## src/rtl/serv_wakeup.sv

```systemverilog
// Sleep/wake controller for the SERV core: owns the core clock enable and reports why the core woke.
// Optional sleep-length counter enabled by defining SERV_WAKEUP_SLEEP_COUNTER_EN.
module serv_wakeup #(
  parameter int unsigned DRAIN_CYCLES = 2,
  parameter int unsigned WAKE_DELAY   = 4
) (
  input  logic        i_clk,
  input  logic        i_rst_n,
  input  logic        i_sleep_req,
  input  logic        i_timer_irq,
  input  logic        i_external_irq,
  output logic        o_clk_en,
  output logic        o_sleep_ack,
  output logic        o_wake,
  output logic [1:0]  o_wake_cause
`ifdef SERV_WAKEUP_SLEEP_COUNTER_EN
  ,
  output logic [31:0] o_sleep_cycles
`endif
);

  typedef enum logic [1:0] {
    RUN   = 2'd0,
    DRAIN = 2'd1,
    SLEEP = 2'd2,
    WAKE  = 2'd3
  } state_t;

  localparam logic [7:0] DRAIN_LOAD = (DRAIN_CYCLES > 0) ? 8'(DRAIN_CYCLES - 1) : 8'd0;
  localparam logic [7:0] WAKE_LOAD  = (WAKE_DELAY > 0)   ? 8'(WAKE_DELAY - 1)   : 8'd0;

  state_t     state;
  logic [7:0] count;
  logic [1:0] irq_vec;
  logic       irq;
  logic       enter_sleep;

  assign irq_vec = {i_external_irq, i_timer_irq};
  assign irq     = |irq_vec;

  // Shared by the FSM and the sleep counter so both agree on the gating edge.
  always_comb begin
    enter_sleep = 1'b0;
    if (i_sleep_req && !irq) begin
      if (state == RUN && !o_wake && DRAIN_CYCLES == 0)
        enter_sleep = 1'b1;
      if (state == DRAIN && count == 8'd0)
        enter_sleep = 1'b1;
    end
  end

  always_ff @(posedge i_clk or negedge i_rst_n) begin
    if (!i_rst_n) begin
      state        <= RUN;
      count        <= 8'd0;
      o_clk_en     <= 1'b1;
      o_sleep_ack  <= 1'b0;
      o_wake       <= 1'b0;
      o_wake_cause <= 2'b00;
    end else begin
      o_wake <= 1'b0;
      case (state)
        RUN: begin
          // The o_wake cycle is a blackout so a wake pulse is never merged with a new request.
          if (!o_wake && i_sleep_req) begin
            if (irq) begin
              o_wake       <= 1'b1;
              o_wake_cause <= irq_vec;
            end else if (enter_sleep) begin
              state       <= SLEEP;
              o_clk_en    <= 1'b0;
              o_sleep_ack <= 1'b1;
            end else begin
              state <= DRAIN;
              count <= DRAIN_LOAD;
            end
          end
        end

        DRAIN: begin
          if (irq) begin
            state        <= RUN;
            o_wake       <= 1'b1;
            o_wake_cause <= irq_vec;
          end else if (!i_sleep_req) begin
            state <= RUN;
          end else if (enter_sleep) begin
            state       <= SLEEP;
            o_clk_en    <= 1'b0;
            o_sleep_ack <= 1'b1;
          end else begin
            count <= count - 8'd1;
          end
        end

        SLEEP: begin
          if (irq) begin
            o_wake_cause <= irq_vec;
            if (WAKE_DELAY > 0) begin
              state <= WAKE;
              count <= WAKE_LOAD;
            end else begin
              state       <= RUN;
              o_clk_en    <= 1'b1;
              o_sleep_ack <= 1'b0;
              o_wake      <= 1'b1;
            end
          end
        end

        WAKE: begin
          if (count == 8'd0) begin
            state       <= RUN;
            o_clk_en    <= 1'b1;
            o_sleep_ack <= 1'b0;
            o_wake      <= 1'b1;
          end else begin
            count <= count - 8'd1;
          end
        end

        default: begin
          state       <= RUN;
          count       <= 8'd0;
          o_clk_en    <= 1'b1;
          o_sleep_ack <= 1'b0;
        end
      endcase
    end
  end

`ifdef SERV_WAKEUP_SLEEP_COUNTER_EN
  // Cleared on entry to SLEEP so it holds the length of the latest sleep, WAKE included.
  always_ff @(posedge i_clk or negedge i_rst_n) begin
    if (!i_rst_n)
      o_sleep_cycles <= 32'd0;
    else if (enter_sleep)
      o_sleep_cycles <= 32'd0;
    else if (o_sleep_ack && o_sleep_cycles != 32'hFFFF_FFFF)
      o_sleep_cycles <= o_sleep_cycles + 32'd1;
  end
`endif

endmodule
```

## config.mk

```make
export PLATFORM = sky130hd
export DESIGN_NAME = serv_wakeup
export DESIGN_NICKNAME = d
export VERILOG_FILES = /design/src/rtl/serv_wakeup.sv
export SDC_FILE = /design/constraint.sdc
export NUM_CORES = 1
export LEC_CHECK = 0
export ABC_AREA = 1
export CORE_MARGIN = 3
export CORE_UTILIZATION = 50
export DETAILED_ROUTE_END_ITERATION = 8
export PLACE_DENSITY_LB_ADDON = 0.1
export SETUP_SLACK_MARGIN = 0.4
export SYNTH_ARGS = -nofsm -noshare
export SYNTH_HDL_FRONTEND = slang
export SYNTH_SLANG_ARGS = --single-unit
export TNS_END_PERCENT = 50
```

## constraint.sdc

```tcl
create_clock -name i_clk -period 2.1 [get_ports i_clk]
set_input_delay 0.525 -clock i_clk [delete_from_list [all_inputs] [get_ports i_clk]]
set_output_delay 0.525 -clock i_clk [all_outputs]
set_load 0.005 [all_outputs]
```

==> flow_summary.ini <==
[cts]
holdBufCountCts = 0
clock_latency_ps = 280
cts_tree = built
clock-sinks = 15
htree_levels = 1
cts_buffer_depth = 2
clk_transition_reported_paths_ps = 90
cts_inserted_buffers = 3
cts_root_buffer = clkbuf_4

[timing]
post-route-period-util = 0.791
rsz0062_at_grt = false
min_period_ps = 1660
fin_setup_tns_ps = 0
relSlewSlack = 0.842
worstMarginPinSlew_ps = 237
skew_ps = 0.545
max_freq_ghz = 0.602
slew_viol_final = 0
setup_viol = 0
hold_viol_final = 0

[detailed_routing]
wl_per_cell_um = 11.5
drt-pass1-iter-count = 7
wl_um = 1970
ant_nets = 0
vias = 871
viasPerCell = 5.09
drc = 0
drtIter0Drc = 29

[cells_and_area]
fin_area_um2 = 1180
nets = 154
layout-drive-gt1-share = 0.205
areaGrowthSynthToFinish_pct = 25.0
n_antenna_cell = 0

[synth]
syn_nets = 134
ys_seq_area_frac = 0.398
synth_area_per_cell_um2 = 7.45
synth_cell_type_count = 22
syn_area_um2 = 946
synth-seq-cells = 15
synth_warnings = 0
syn_inst = 127

[worst_setup_path]
crit_type = reg2out
r2r_cells = 9
path_cells = clkdlybuf4s50_1
reg2reg_from = count[0]
cp_max_fo = 2
crit_path_max_incr_delay_ps = 500
cpMaxStageDelayCell = clkdlybuf4s50_1
crit_family = buffers and inverters
r2r_end = count[1]
critPathLaunchType = register
r2r_setup_slack_ps = 590
end_kind = output port
crit_arrival_ps = 1140
crit_buf_inv = 1
cp.required_ps = 1570

[worst_hold_path]
hold_path_class = reg2reg
min_to = o_clk_en
worstHoldStart = o_clk_en
hold-path-cell-count = 2

[run]
cap_violations = 0

[placement]
place_area_um2 = 1070
port-buffer-count = 9
place_hpwl_um = 1390
routabilityCongestion = 0.815

[global_routing]
grt_max_degree = 16
grtUsageTotal = 0.161
first_global_vias = 699
grt_pass1_wl_um = 3140
grt_overflow = 0
grt_antenna_before_repair = 0

[floorplanning]
die-height_um = 49.5
die_w_um = 49.5
die_area_um2 = 2450
boundaryPins = 10
core_um2 = 1760
start_util = 0.536
fp-row-count = 15

[power_and_ir_drop]
peakVddDrop_uv = 910
power.leakage_nw = 0.605
power_mw = 1.88
powerDensity_nw_per_um2 = 1590

[status]
status = finished, final reports clean
-- worst reg2reg max path, cell delays in order, from the launching register on --
cell,delay [ps]
dfrtp_1,400
inv_1,110
ha_1,180
nand3_1,120
nor2_4,220
nand2_4,110
nand2_8,110
nor2_8,50
nand2_1,50
nand2_1,50
-- through the flow --
stage,instances,hold WS (ps),util,setup slack [ps]
after detailed placement,162,461,0.609,175
final,171,469,0.670,438
after global routing,171,503,0.670,394
after floorplan,127,229,-,744
after global placement,162,456,0.609,205
after CTS,166,473,0.623,430
-- layout by cell type (no fill, tap or decap) --
| cell type | netlist | final |
|---|---|---|
| xnor2_1 | 1 | 1 |
| xor2_1 | 1 | 1 |
| inv_2 | 0 | 1 |
| dfrtp_1 | 14 | 14 |
| o221ai_1 | 1 | 1 |
| nand2_4 | 2 | 3 |
| a21oi_2 | 0 | 1 |
| nand2_8 | 0 | 1 |
| dlymetal6s2s_1 | 0 | 3 |
| nand3_2 | 1 | 1 |
| o21bai_1 | 1 | 1 |
| nor2_4 | 2 | 5 |
| ha_1 | 2 | 2 |
| o21ai_0 | 11 | 6 |
| inv_1 | 14 | 13 |
| o21ai_1 | 0 | 5 |
| nor2_8 | 1 | 1 |
| clkbuf_4 | 0 | 3 |
| nor2_2 | 4 | 2 |
| dfstp_2 | 1 | 1 |
| clkbuf_1 | 0 | 1 |
| o211ai_1 | 1 | 1 |
| buf_4 | 0 | 4 |
| dlygate4sd2_1 | 0 | 1 |
| clkdlybuf4s50_1 | 0 | 5 |
| nand2_2 | 7 | 7 |
| nor3_1 | 1 | 1 |
| nand4_1 | 1 | 1 |
| nand2_1 | 36 | 35 |
| nor2_1 | 16 | 16 |
| nand3_1 | 5 | 5 |
| a21oi_1 | 4 | 3 |
-- how the worst max path moves through the flow --
stage                               start               to  slack, ps  cells after the start
after floorplan                  count[0]         count[3]        740                      9
after global placement     i_external_irq         count[5]        210                      9
after detailed placement   i_external_irq         count[1]        180                      9
after CTS                     o_sleep_ack      o_sleep_ack        430                      1
after global routing      o_wake_cause[0]  o_wake_cause[0]        390                      1
final                     o_wake_cause[0]  o_wake_cause[0]        440                      1
-- metal layers --
layer	track usage	routed length, µm	vias up
met3	0.0211	92	2
li1	-	-	444
met1	0.260	1000	401
met2	0.221	863	24
met5	0	0	-
met4	0.0415	14	0
-- flip-flops by register name (all words and copies together) (netlist names) --
register / flops
state: 2
o_wake: 1
o_sleep_ack: 1
o_wake_cause: 2
count: 8
o_clk_en: 1
-- logic make-up after synthesis --
logic type      synth area share
fa+ha+maj                 0.0265
compound gates             0.105
simple gates               0.397
flops                      0.398
xor+xnor                  0.0185
buf+inv                   0.0556
-- cell type report --
cell class	count	area, µm²
fill	153	582
multi-input combinational	100	569
sequential	15	377
timing repair buffer	13	126
inverter	14	52.6
tap	25	31.3
clock buffer	4	26.3
-- where the power goes --
| part | internal [mW] | switching (mW) |
|---|---|---|
| registers | 0.425 | 0.118 |
| logic | 0.448 | 0.724 |
| clock network | 0.0736 | 0.0915 |
-- synth_stat cells, drive strengths merged --
cell type / count / share of area
nand2: 45 / 0.21
xnor2: 1 / 0.0093
a21oi: 4 / 0.021
o21ai: 11 / 0.058
dfrtp: 14 / 0.37
nand4: 1 / 0.0066
o221ai: 1 / 0.0093
nor2: 23 / 0.13
ha: 2 / 0.026
inv: 14 / 0.056
xor2: 1 / 0.0093
nand3: 6 / 0.037
o21bai: 1 / 0.0079
dfstp: 1 / 0.028
nor3: 1 / 0.0053
o211ai: 1 / 0.0079
-- repair_timing --
item                       4_1_cts  5_1_grt
pin swaps                        0        6
setup buffers                    0        3
gates cloned                     0        2
setup endpoints to repair        1        8
gates resized for setup          1       15
Note: power is estimated with default switching activity, not from simulation.
